<file path="config.mk">
export PLATFORM = sky130hd
export DESIGN_NAME = snake_step_timer
export DESIGN_NICKNAME = d
export VERILOG_FILES = /design/src/rtl/snake_step_timer.sv
export SDC_FILE = /design/constraint.sdc
export NUM_CORES = 1
export LEC_CHECK = 0
export ABC_AREA = 0
export BUFFER_PORTS_ARGS = -buffer_cell sky130_fd_sc_hd__clkbuf_2
export CAP_MARGIN = 5
export CORE_AREA = 5 5 49 51
export DETAILED_ROUTE_END_ITERATION = 6
export DIE_AREA = 0 0 54 56
export GPL_ROUTABILITY_DRIVEN = 0
export GPL_TIMING_DRIVEN = 0
export PLACE_DENSITY = 0.64
export SLEW_MARGIN = 20
export SYNTH_ARGS = -nofsm -noshare
export SYNTH_HDL_FRONTEND = slang
export SYNTH_SLANG_ARGS = --single-unit
</file>
<file path="constraint.sdc">
create_clock -name clk -period 2.1 [get_ports clk]
set_input_delay 0.105 -clock clk [delete_from_list [all_inputs] [get_ports clk]]
set_output_delay 0.105 -clock clk [all_outputs]
set_load 0.05 [all_outputs]
</file>
<file path="src/rtl/snake_step_timer.sv">
// ---------------------------------------------------------------------------
// snake_step_timer
//
// Turns the slow divider level clk_1s into one-cycle tick pulses and paces
// snake moves from those ticks. Every clk_1s transition (rise or fall) is one
// tick. A 2-bit divider groups ticks into moves according to speed. Each move
// is held as a request until the game logic acknowledges it. A move that falls
// due while the previous one is still unacknowledged is counted as a miss.
//
// Parameters
//   SYNC_STAGES  number of synchronizer flops on clk_1s (2..4)
//
// Ports
//   clk         system clock; every flop updates on its rising edge
//   rst         asynchronous, active-high reset
//   clk_1s      slow toggling level; each edge of it is one tick
//   speed[1:0]  move rate: 0 = one move per 4 ticks, 1 = per 3, 2 = per 2,
//               3 = one move per tick
//   pause       while high, ticks do not advance the move divider
//   move_ack    game logic accepts the pending move
//   tick_pulse  one-cycle pulse for each clk_1s transition
//   move_req    a move is pending
//   miss_cnt    count of moves that fell due while one was pending; stops at 15
// ---------------------------------------------------------------------------
module snake_step_timer #(
   parameter int SYNC_STAGES = 2
) (
   input  logic       clk,
   input  logic       rst,
   input  logic       clk_1s,
   input  logic [1:0] speed,
   input  logic       pause,
   input  logic       move_ack,
   output logic       tick_pulse,
   output logic       move_req,
   output logic [3:0] miss_cnt
);

   localparam int PRIME_CYCLES = SYNC_STAGES + 1;
   localparam int PRIME_W      = $clog2(PRIME_CYCLES + 1);

   typedef enum logic {
      IDLE = 1'b0,
      PEND = 1'b1
   } move_state_t;

   logic [SYNC_STAGES-1:0] sync_p0;
   logic                   prev_p1;
   logic [PRIME_W-1:0]     prime_cnt;
   logic                   primed;
   logic                   tick;
   logic [1:0]             div_cnt;
   logic [2:0]             thresh;
   logic [2:0]             div_next;
   logic                   due;
   move_state_t            state;

   // Increment that holds at the top value instead of wrapping.
   function automatic logic [3:0] sat_inc4(input logic [3:0] v);
      return (v == 4'hF) ? v : v + 4'd1;
   endfunction

   // ---- stage p0/p1: synchronizer chain and history flop ----
   always_ff @(posedge clk or posedge rst) begin
      if (rst) begin
         sync_p0   <= '0;
         prev_p1   <= 1'b0;
         prime_cnt <= '0;
      end else begin
         sync_p0 <= {sync_p0[SYNC_STAGES-2:0], clk_1s};
         prev_p1 <= sync_p0[SYNC_STAGES-1];
         if (!primed) begin
            prime_cnt <= prime_cnt + PRIME_W'(1);
         end
      end
   end

   // Until the chain has refilled after reset, the difference between the
   // last sync stage and prev reflects the reset value, not a real edge, so
   // it must not count as a tick (e.g. clk_1s held high through reset).
   assign primed = (prime_cnt == PRIME_W'(PRIME_CYCLES));
   assign tick   = primed & (sync_p0[SYNC_STAGES-1] ^ prev_p1);

   // Threshold 4 - speed uses 3 bits, because speed 0 needs the value 4.
   // The >= comparison (rather than ==) means that lowering the threshold
   // mid-count makes the next tick due instead of wrapping past it.
   assign thresh   = 3'd4 - {1'b0, speed};
   assign div_next = {1'b0, div_cnt} + 3'd1;
   assign due      = tick & ~pause & (div_next >= thresh);

   // ---- stage p2: tick pulse, move divider and move request FSM ----
   always_ff @(posedge clk or posedge rst) begin
      if (rst) begin
         tick_pulse <= 1'b0;
         div_cnt    <= 2'd0;
         miss_cnt   <= 4'd0;
         state      <= IDLE;
      end else begin
         tick_pulse <= tick;
         if (tick && !pause) begin
            div_cnt <= due ? 2'd0 : div_next[1:0];
         end
         case (state)
            IDLE: begin
               if (due) begin
                  state <= PEND;
               end
            end
            PEND: begin
               // A new move arriving with an ack replaces the old one; only
               // an unacknowledged overlap counts as a miss.
               if (due) begin
                  if (!move_ack) begin
                     miss_cnt <= sat_inc4(miss_cnt);
                  end
               end else if (move_ack) begin
                  state <= IDLE;
               end
            end
            default: state <= IDLE;
         endcase
      end
   end

   assign move_req = (state == PEND);

endmodule

</file>
======== Yosys cells after proc, flatten, opt, wreduce, memory -nomap -nowiden ========
Cells that the tools add are included.
storage, ports and cells
  register bits after elaboration ......... 13
  input bits .............................. 7
  output and inout port bits .............. 6
  word-level logic and storage cells ...... 30
operators by class
  add/sub/neg operators ................... 4
  order comparisons ....................... 1
  equal/unequal tests ..................... 2
  multiplexer cells ....................... 5
  bitwise logic cells ..................... 8
  reduce and logical (&&, ||, !) cells .... 3
operators by type and width
  cell                   number
  $add A4 B1 Y4 const B  1
  $eq A4 B4 Y1 const B   1
  $not A1 Y1             4
  $reduce_and A4 Y1      1
  $add A2 B1 Y3 const B  1
  $and A1 B1 Y1          3
  $ge A3 B3 Y1           1
  $mux W1                3
  $sub A3 B2 Y3 const A  1
  $add A2 B1 Y2 const B  1
  $eq A2 B2 Y1 const B   1
  $mux W2                1
  $pmux W1 S2            1
  $logic_and A1 B1 Y1    1
  $logic_not A1 Y1       1
  $xor A1 B1 Y1          1

======== Depth between registers and ports, before layout ========
  depth in word-level cells ............... 6
  depth in mapped cells ................... 8
  depth with buffers taken out ............ 8

======== Worst setup path before layout ========
OpenSTA, ideal clock, no wires.
  path kind ............................... reg-to-reg
  start point ............................. reg div_cnt[0]
  end point ............................... reg miss_cnt[1]
  setup time .............................. 125 ps
  arrival ................................. 1670 ps
  required time ........................... 1975 ps
  slack ................................... 305 ps
  cell stages (with the launch flop) ...... 7
  path buffers ............................ 0
  period minus slack after synthesis ...... 1795 ps
  cells stage by stage .................... dfrtp_1 ha_1 ha_1 nand2_1 o21ai_2 and3_4 mux2_4
on the way
  longest elaborated chain between the ends .. 4
RTL lines
  what                                RTL line  text
  from (decl)                         52        logic [1:0] div_cnt;
  from (signal assigned)              101       div_cnt <= due ? 2'd0 : div_next[1:0];
  $add A2 B1 Y3                       88        assign div_next = {1'b0, div_cnt} + 3'd1;
  $ge A3 B3 Y1                        89        assign due = tick & ~pause & (div_next >= thresh);
  $and A1 B1 Y1                       89
  $reduce_and A4 Y1 (no source line)  n/a
  to (signal assigned)                114       miss_cnt <= sat_inc4(miss_cnt);
  to (decl)                           36        output logic [3:0] miss_cnt
Every way passes these cells.
A chain may end at the register's enable or synchronous reset.

======== Worst setup path in the final report ========
Ends and elaborated chain as after synthesis.

==> flow_summary_export.csv <==
group,metric,value,unit
routing,vias_per_cell,4.316,
worst_setup_path,ff2ff_path_depth,6,
clock_tree,root_buffer,"clkbuf_4",
power_and_ir_drop,p_leak,0.4019,nW
worst_setup_path,cp_max_fo,5,
min_path,min_to,"move_req",
routing,wire_per_inst,10.43,um
logic_synthesis,synth-seq-area-share,51.18,%
routing,finalWirelength,991,um
sta,finalSetupViolCount,0,
cells_and_area,area_delta_synth_final,22.05,%
worst_setup_path,start_kind,"flip-flop",
global_routing,grt_pass1_wl,1842,um
clock_tree,htree_levels,1,
die,coreArea,1902,um^2
logic_synthesis,syn_nets,64,
cells_and_area,final_common_cell,"dfrtp_1",
power_and_ir_drop,cellPowerDensity,1041,nW/um^2
global_routing,antenna_found_initial,0,
die,rows,16,
min_path,hold_path.class,"in2reg",
die,die_y,56,um
die,io_pins,13,
logic_synthesis,synthMuxAreaShare,5.906,%
worst_setup_path,r2r_slack,0.20,ns
routing,num_vias,410,
sta,min_period,1.901,ns
place,io_buffers,12,
global_routing,first_global_vias,460,
logic_synthesis,synth_area_leaders,"dfrtp_1 51%, ha_1 14%, xor2_1 4.1%",
cells_and_area,final_cell_mix,"13 x dfrtp_1, 12 x clkbuf_2, 7 x ha_1, 5 x inv_1",
sta,maxSlewHeadroom,67.70,%
clock_tree,cts_sinks,13,
cells_and_area,drive_above_1_share,33.82,%
routing,drtIter0Drc,0,
die,die-area,3024,um^2
logic_synthesis,synth-edff-count,0,
worst_setup_path,r2r-start,"div_cnt[0]",
logic_synthesis,yosys.area_share.adder,13.78,%
sta,fin_tns_setup,0,ns
cells_and_area,n_antenna_cell,0,
clock_tree,numCtsBuffers,3,
logic_synthesis,yosysTopAreaCell,"dfrtp_1",
routing,firstDrtPassIters,1,
logic_synthesis,synthDistinctLibCells,22,
routing,drtAntennaViolNets,0,
logic_synthesis,synth_top_area_share,51.18,%
clock_tree,clk_path_buf_depth,2,
worst_setup_path,critPathCaptureType,"flip-flop",
global_routing,grt_usage,8.276,%
min_path,whs_path_depth,3,
worst_setup_path,worstSetupPathType,"reg2reg",
worst_setup_path,crit_required,2.27,ns
flow_run,maxCapViolCount,0,
sta,fmax,526.0,MHz
clock_tree,cts_tree,"built",
power_and_ir_drop,vdd_drop_max,505.5,uV
logic_synthesis,syn_avg_cell_area,12.71,um^2
clock_tree,cts_setup_buffers,0,
logic_synthesis,synth_compound_area_share,5.512,%
clock_tree,clock_latency,0.28,ns
logic_synthesis,syn_inst,50,
logic_synthesis,synthArstFlopShare,100.0,%
global_routing,grt_start_max_net_pins,14,
worst_setup_path,crit_arrival,2.07,ns
logic_synthesis,synth-xor-area-share,6.890,%
sta,hold_violations,0,
min_path,worstHoldStart,"move_ack",
logic_synthesis,synth_top_family_by_area,"simple AND/OR/NAND/NOR gates",
sta,fin_skew,0.008961,ns
sta,period_share,90.53,%
logic_synthesis,synthSimpleGateAreaFrac,13.78,%
logic_synthesis,ys_seq_elements,13,
logic_synthesis,synth-warning-count,0,
sta,worst_slew_pin_slew,0.4840,ns
logic_synthesis,ys.flop_type,"dfrtp_1",
outcome,status,"completed",
logic_synthesis,synth_area,635.6,um^2
die,die_x,54,um
routing,drcViolationCount,0,
place,dp_hpwl,764.3,um
clock_tree,path_clk_slew,0.08,ns
sta,rsz0062_at_grt,"false",
global_routing,grt_overflow,0,
cells_and_area,fillers,198,
die,initial_core_util,33.42,%
worst_setup_path,timing.rr.end,"miss_cnt[1]",
sta,drv_slew,0,
power_and_ir_drop,p_total,0.8074,mW
cells_and_area,fin_nets,83,
==> metrics by stage <==
| stage | hold WS, ns | worst slack (ns) | instance area [um^2] | utilization (%) | std cells |
|---|---|---|---|---|---|
| floorplan | -0.01804 | 0.3047 | 635.6 | - | 50 |
| global placement | 0.1239 | 0.2010 | 729.5 | 38.36 | 89 |
| detailed placement | 0.1277 | 0.2190 | 729.5 | 38.36 | 89 |
| CTS | 0.1311 | 0.1886 | 775.7 | 40.79 | 95 |
| global route | 0.1368 | 0.1054 | 775.7 | 40.79 | 95 |
| finish | 0.1280 | 0.1988 | 775.7 | 40.79 | 95 |
==> layer usage <==
| metal | track usage, % | share of wire (%) |
|---|---|---|
| met3 | 5.362 | 8.8 |
| met2 | 13.15 | 47 |
| met5 | 0 | 0 |
| met1 | 8.926 | 43 |
| met4 | 2.135 | 0.81 |
==> layout make-up <==
| class | instances | area [um^2] | area share (%) |
|---|---|---|---|
| Timing Repair Buffer | 14 | 80.08 | 10.32 |
| Tap cell | 27 | 33.78 | 4.355 |
| Clock buffer | 4 | 26.28 | 3.387 |
| Multi-Input combinational cell | 32 | 291.5 | 37.58 |
| Inverter | 5 | 18.77 | 2.419 |
| Sequential cell | 13 | 325.3 | 41.94 |
==> timing repair <==
item | in CTS | in global routing
hold buffers | 2 | 0
endpoints found under the hold margin | 14 | 0
resized for setup | 0 | 0
==> power breakdown <==
part	internal [mW]	switching, mW
clock network	0.0737	0.0814
logic	0.113	0.208
registers	0.296	0.0347
==> cells by family after synthesis <==
| group | count (synthesis) |
|---|---|
| XOR/XNOR | 5 |
| flip-flops | 13 |
| AND/OR/NAND/NOR | 13 |
| buffers and inverters | 5 |
| adder cells (fa/ha/maj) | 7 |
| AO/OA/AOI/OAI | 4 |
| multiplexers | 3 |
==> worst max-delay path, stage by stage (launching register included) <==
cell     delay [ns]
dfrtp_1        0.41
ha_1           0.32
ha_1           0.28
nand2_1        0.05
o21ai_2        0.19
and3_4         0.24
mux2_4         0.29
==> sequential cells by signal, summed over array words and instances, names as in the netlist <==
name / flops
miss_cnt: 4
tick_pulse: 1
move_req: 1
div_cnt: 2
prime_cnt: 2
prev_p1: 1
sync_p0: 2
==> synth_stat cells, drive strengths merged, types with 2 or more instances <==
cell type,count
dfrtp,13
nand2,3
xnor2,2
mux2,3
xor2,3
ha,7
and3,2
inv,5
==> how the worst max path moves through the flow <==
stage | from | to | slack, ns | cells past startpoint
global route | div_cnt[0] | miss_cnt[1] | 0.11 | 6
CTS | div_cnt[0] | miss_cnt[1] | 0.19 | 6
detailed placement | div_cnt[0] | miss_cnt[1] | 0.22 | 6
finish | div_cnt[0] | miss_cnt[1] | 0.20 | 6
floorplan | div_cnt[0] | miss_cnt[1] | 0.30 | 6
global placement | div_cnt[0] | miss_cnt[1] | 0.20 | 6
Note: power is estimated with default switching activity, not from simulation.
